$ cat src/rtl/mul_div_wb_queue.sv
// Writeback queue behind the multiplier and divider: an in-order FIFO of (rd, result)
// pairs drained one per cycle into the register-file write port.
module mul_div_wb_queue #(
    parameter int unsigned DEPTH  = 4,
    parameter int unsigned DATA_W = 32,
    parameter int unsigned TAG_W  = 5
) (
    input  logic                       clk,
    input  logic                       reset,
    input  logic                       flush_i,
    input  logic                       mul_valid_i,
    input  logic [DATA_W-1:0]          mul_data_i,
    input  logic [TAG_W-1:0]           mul_rd_i,
    output logic                       mul_ready_o,
    input  logic                       div_valid_i,
    input  logic [DATA_W-1:0]          div_data_i,
    input  logic [TAG_W-1:0]           div_rd_i,
    output logic                       div_ready_o,
    output logic                       wb_valid_o,
    output logic [TAG_W-1:0]           wb_rd_o,
    output logic [DATA_W-1:0]          wb_data_o,
    input  logic                       wb_ready_i,
    output logic [$clog2(DEPTH+1)-1:0] count_o
);

    localparam int unsigned PTR_W = $clog2(DEPTH);
    localparam int unsigned CNT_W = $clog2(DEPTH + 1);
    localparam logic [CNT_W-1:0] Full     = CNT_W'(DEPTH);
    localparam logic [CNT_W-1:0] OneFree  = CNT_W'(DEPTH - 1);

    logic [TAG_W-1:0]  rd_mem   [DEPTH];
    logic [DATA_W-1:0] data_mem [DEPTH];

    logic [PTR_W-1:0] wptr_q, wptr_d, rptr_q, rptr_d, div_idx;
    logic [CNT_W-1:0] count_q, count_d;
    logic             mul_enq, div_enq, pop;

    // Readies come only from the registered count; mul wins the last free slot.
    assign mul_ready_o = (count_q < Full);
    assign div_ready_o = (count_q < OneFree) || ((count_q < Full) && !mul_valid_i);

    // rd=0 results are handshaken but never stored.
    assign mul_enq = mul_valid_i && mul_ready_o && (mul_rd_i != '0) && !flush_i;
    assign div_enq = div_valid_i && div_ready_o && (div_rd_i != '0) && !flush_i;
    assign div_idx = wptr_q + PTR_W'(mul_enq);

    assign wb_valid_o = (count_q != '0);
    assign pop        = wb_valid_o && wb_ready_i;
    assign wb_rd_o    = wb_valid_o ? rd_mem[rptr_q]   : '0;
    assign wb_data_o  = wb_valid_o ? data_mem[rptr_q] : '0;
    assign count_o    = count_q;

    always_comb begin
        wptr_d  = wptr_q;
        rptr_d  = rptr_q;
        count_d = count_q;
        if (flush_i) begin
            wptr_d  = '0;
            rptr_d  = '0;
            count_d = '0;
        end else begin
            wptr_d  = wptr_q + PTR_W'(mul_enq) + PTR_W'(div_enq);
            rptr_d  = rptr_q + PTR_W'(pop);
            count_d = count_q + CNT_W'(mul_enq) + CNT_W'(div_enq) - CNT_W'(pop);
        end
    end

    always_ff @(posedge clk or posedge reset) begin
        if (reset) begin
            wptr_q  <= '0;
            rptr_q  <= '0;
            count_q <= '0;
        end else begin
            wptr_q  <= wptr_d;
            rptr_q  <= rptr_d;
            count_q <= count_d;
        end
    end

    // Storage needs no reset: outputs are gated by count.
    always_ff @(posedge clk) begin
        if (mul_enq) begin
            rd_mem[wptr_q]   <= mul_rd_i;
            data_mem[wptr_q] <= mul_data_i;
        end
        if (div_enq) begin
            rd_mem[div_idx]   <= div_rd_i;
            data_mem[div_idx] <= div_data_i;
        end
    end

endmodule

$ cat config.mk
export PLATFORM = sky130hd
export DESIGN_NAME = mul_div_wb_queue
export DESIGN_NICKNAME = d
export VERILOG_FILES = /design/src/rtl/mul_div_wb_queue.sv
export SDC_FILE = /design/constraint.sdc
export NUM_CORES = 1
export LEC_CHECK = 0
export ABC_CLOCK_PERIOD_IN_PS = 11530
export CAP_MARGIN = 20
export CORE_UTILIZATION = 61
export CTS_BUF_LIST = sky130_fd_sc_hd__clkbuf_8
export CTS_CLUSTER_DIAMETER = 200
export DETAILED_ROUTE_END_ITERATION = 16
export PLACE_DENSITY = 0.95
export SLEW_MARGIN = 0
export SYNTH_ARGS = -nofsm -noshare
export SYNTH_HDL_FRONTEND = slang
export SYNTH_SLANG_ARGS = --single-unit
$ cat constraint.sdc
create_clock -name clk -period 11.53 [get_ports clk]
set_input_delay 2.306 -clock clk [delete_from_list [all_inputs] [get_ports clk]]
set_output_delay 2.306 -clock clk [all_outputs]
set_load 0.005 [all_outputs]
# ---- Word level (Yosys, flattened, before mapping)
# Memory sizes are Yosys's and may differ from the RTL's.
# Cells that the tools add are included.
dict set report totals {
  mem_bits_rw 148
  mem_count 2
  output_inout_bits 43
  regBits 7
}
dict set report op_classes {
  mux 9
  magnitude_cmp 2
  n_reduce_logical 14
  addsub 6
}
# name depth word_bits rd rd_ports_with_merged_regs wr line_no
set memory_table {}
lappend memory_table {data_mem 4 32 1 0 2 32} ;# logic [DATA_W-1:0] data_mem [DEPTH];
lappend memory_table {rd_mem 4 5 1 0 2 31} ;# logic [TAG_W-1:0] rd_mem [DEPTH];
# operator count
set op_table {}
lappend op_table {{32-bit two-way mux} 1}
lappend op_table {{5-bit nonzero test} 2}
lappend op_table {{1-bit logical AND} 8}
lappend op_table {{2-bit by 1-bit adder with 2-bit output} 3}
lappend op_table {{3-bit by 1-bit adder with 3-bit output} 2}
lappend op_table {{5-bit two-way mux} 1}
lappend op_table {{1-bit two-way mux} 4}
lappend op_table {{2-bit two-way mux} 2}
lappend op_table {{3-bit by 2-bit less-than comparator with 1-bit output (second input constant)} 1}
lappend op_table {{3-bit less-than comparator (second input constant)} 1}
lappend op_table {{3-bit two-way mux} 1}
lappend op_table {{3-bit nonzero test} 1}
lappend op_table {{3-bit by 1-bit subtractor with 3-bit output} 1}
lappend op_table {{1-bit zero test} 2}
lappend op_table {{1-bit logical OR} 1}

# ---- Depth between registers and ports, before layout
dict set report logic_depth {
  ltp_word 9
  mapped_depth 10
  depth_no_buf 10
}

# ---- Worst setup path before layout
# OpenSTA, ideal clock, no wires.
dict set report synth_path {
  path_kind {input-to-reg}
  start {in flush_i}
  end {mem data_mem[1][0] (enable)}
  cell_stages 3
  path_buffers 0
  setup_slack_ps 5623
  arrival_time_ps 5420
  t_required_ps 11043
  cell_sequence {nor2_1 -> o211ai_1 -> o31ai_1}
}
# element line_no
set synth_rtl {}
lappend synth_rtl {{start, declared} 10} ;# input logic flush_i,
lappend synth_rtl {{end, declared} 32}

# ---- Worst setup path after layout
dict set report layout_path {
  start {in mul_valid_i}
  end {out div_ready_o}
}
dict set report layout_via {
  elab_chain_len 3
}
# element line_no
set layout_rtl {}
lappend layout_rtl {{start, declared} 11} ;# input logic mul_valid_i,
lappend layout_rtl {{1-bit zero test} 40} ;# assign div_ready_o = (count_q < OneFree) || ((count_q < Full) && !mul_valid_i);
lappend layout_rtl {{1-bit logical AND} 40}
lappend layout_rtl {{1-bit logical OR} 40}
lappend layout_rtl {{end, declared} 18} ;# output logic div_ready_o,
# Every way passes these cells.

==> reports/results.ini <==
[pwr]
powerDensity_mw_per_mm2=191
p_leak_uw=0.00330
max-vdd-ir-drop_v=0.000130
power.total_uw=1870

[clock_tree]
clock_sinks=155
cts-root-buf=clkbuf_8
clock_latency_ns=0.45
postCtsSetupBuffers=0
numCtsBuffers=17
clock_path_buffers=2
cts_tree=yes
cts-resized-gates=0
cts_hold_buf=0
clk_pin_slew_ns=0.08
h-tree-depth=4

[timing]
max_freq_mhz=174
whs_ns=0.725
slew_headroom_pct=29.4
grt_setup_unrepaired=no
worstMarginPinSlew_ns=1.06
setup_violations=0
skew_ns=0.00662
finalHoldViolations=0
setup_tns_ns=0
fin_crit_ns=5.73
finalMaxSlewViolations=0
finalCritPeriodShare_pct=49.7

[logic_synthesis]
yosysSeqAreaShare_pct=57.5
synth.largest_area_cell=edfxtp_1
ys_types=30
syn-num-nets=539
synth_area_sq_mm=0.00804
synth_top_area_share_pct=55.3
netlist_instances=452
avgSynthCellArea_sq_um=17.8
synth_seq_cells=155
synth_area_leaders=edfxtp_1 55%, mux4_2 10%, mux2_2 10%
synth_warnings=0

[detailed_routing]
vias=4659
vias_per_cell=6.15
antenna_left=0
routedWlPerCell_um=23.3
first_pass_iters=8
drt_iter0_markers=422
drc=0
drt_wl_total_um=17700

[placed_design]
dpl-instance-area_sq_mm=0.00938
hpwl_um=10300
io_buffer_count=122
routabilityCongestion=0.782

[global_route]
gr-total-overflow=0
grt_first_pass_wirelength_um=26600
antenna_found_initial=0
grt_pass1_vias=5006
grt_max_degree=40
grt_use_total_pct=27.5

[die]
dieHeight_um=117
rows=41
placeableCoreArea_sq_mm=0.0127
ios=123
start_util_pct=63.2
die_area_sq_mm=0.0136
die_w_um=117

[layout]
synthToLayoutAreaGrowth_pct=21.9
multiInputGateArea_sq_mm=0.00322
antenna_cells=0
final_util_pct=77.0
seqCellArea_sq_mm=0.00462
fillers=721
drive_above_1_share_pct=34.1
design_area_sq_mm=0.00980
layout.nets=660

[run]
maxCapViolCount=0

[setup_path]
cp.required_ns=9.22
crit_type=input port to output pin
cp_data_arrival_time_ns=3.43
crit_path_start_kind=input port
crit_path_end_kind=output pin
cp_max_fo=3

[outcome]
status=finished, final reports clean

[min_path]
min-delay-path-class=flop to flop

## sequential cells by signal, indices dropped and copies added, names as in the netlist
signal,count
count_o,3
data_mem,128
rd_mem,20
rptr_q,2
wptr_q,2
## synth_stat cells, drive strengths merged
cell     number
nor3          4
a31oi         1
nor2b        41
mux4         37
a31o          1
xor2          2
buf          21
nand3         4
ha            5
nand2         1
dfrtp         7
o211ai        1
nor2          5
mux2        148
or2           1
or4           2
xnor2         3
edfxtp      148
clkbuf        8
fa            2
o2111ai       1
inv           8
o31ai         1
## final timing paths
kind | startpoint | end | slack [ns] | depth (start not counted)
setup reg to reg | count_o[2]$_DFF_PP0_ | data_mem[1][11]$_DFFE_PP_ | 8.30 | 9
max in group asynchronous | reset | rptr_q[0]$_DFF_PP0_ | 9.17 | 2
setup / recovery | mul_valid_i | div_ready_o | 5.80 | 3
hold reg to reg | count_o[1]$_DFF_PP0_ | count_o[1]$_DFF_PP0_ | 0.72 | 2
min in group asynchronous | reset | rptr_q[1]$_DFF_PP0_ | 2.10 | 2
hold / removal | count_o[1]$_DFF_PP0_ | count_o[1]$_DFF_PP0_ | 0.72 | 2
## worst max-delay path, cell delays in order
cell,delay [ns]
clkdlybuf4s50_1,0.45
a31oi_1,0.15
clkdlybuf4s50_1,0.53
## stage by stage
step / setup WS, ns / instances
detailed placement: 5.48 / 725
global route: 5.72 / 758
global placement: 5.67 / 724
finish: 5.80 / 758
CTS: 5.80 / 757
floorplan: 5.62 / 452
## power by group
group          total [uW]  internal (uW)  switching [uW]
Combinational         712            409             303
Sequential            745            707            37.9
Clock                 414            196             218
Total                1870           1310             559
## placed cells by master (no fill, tap or decap), drive strengths merged
master,count
a31o,1
a31oi,1
buf,9
bufinv,2
clkbuf,17
clkdlybuf4s50,122
clkinv,6
clkinvlp,3
dfrtp,7
edfxtp,148
fa,2
ha,5
inv,12
mux2,148
mux4,37
nand2,1
nand3,4
nor2,5
nor2b,41
nor3,4
o2111ai,1
o211ai,1
o31ai,1
or2,1
or4,2
xnor2,3
xor2,2
## kinds of logic (layout without fill, tap and decap cells)
family,Yosys count,after routing,share of synthesized area (%)
xor gates and xnor gates,5,5,0.545
muxes,185,185,32.9
and+or+nand+nor,58,58,4.36
DFF,155,155,57.5
adders and majority gates,7,7,1.28
buffers and inverters,37,171,2.88
AOI/OAI and AO/OA,5,5,0.561
## per-layer routing
metal	wire, um	global-route usage (%)	share of wire (%)	up-vias
met2	9360	48.7	53	259
met4	394	11.6	2.2	0
met1	6620	33.1	37	2324
met3	1290	5.46	7.3	43
met5	0	0	0	-
li1	-	-	-	2033
## cell type report
cell class | instances | share of cell area (%)
Multi-Input combinational cell | 260 | 32.8
Clock inverter | 15 | 1.71
Clock buffer | 17 | 2.39
Inverter | 8 | 0.306
Tap cell | 172 | 2.20
Timing Repair Buffer | 131 | 13.4
Sequential cell | 155 | 47.2
(Power assumes the default switching activity.)
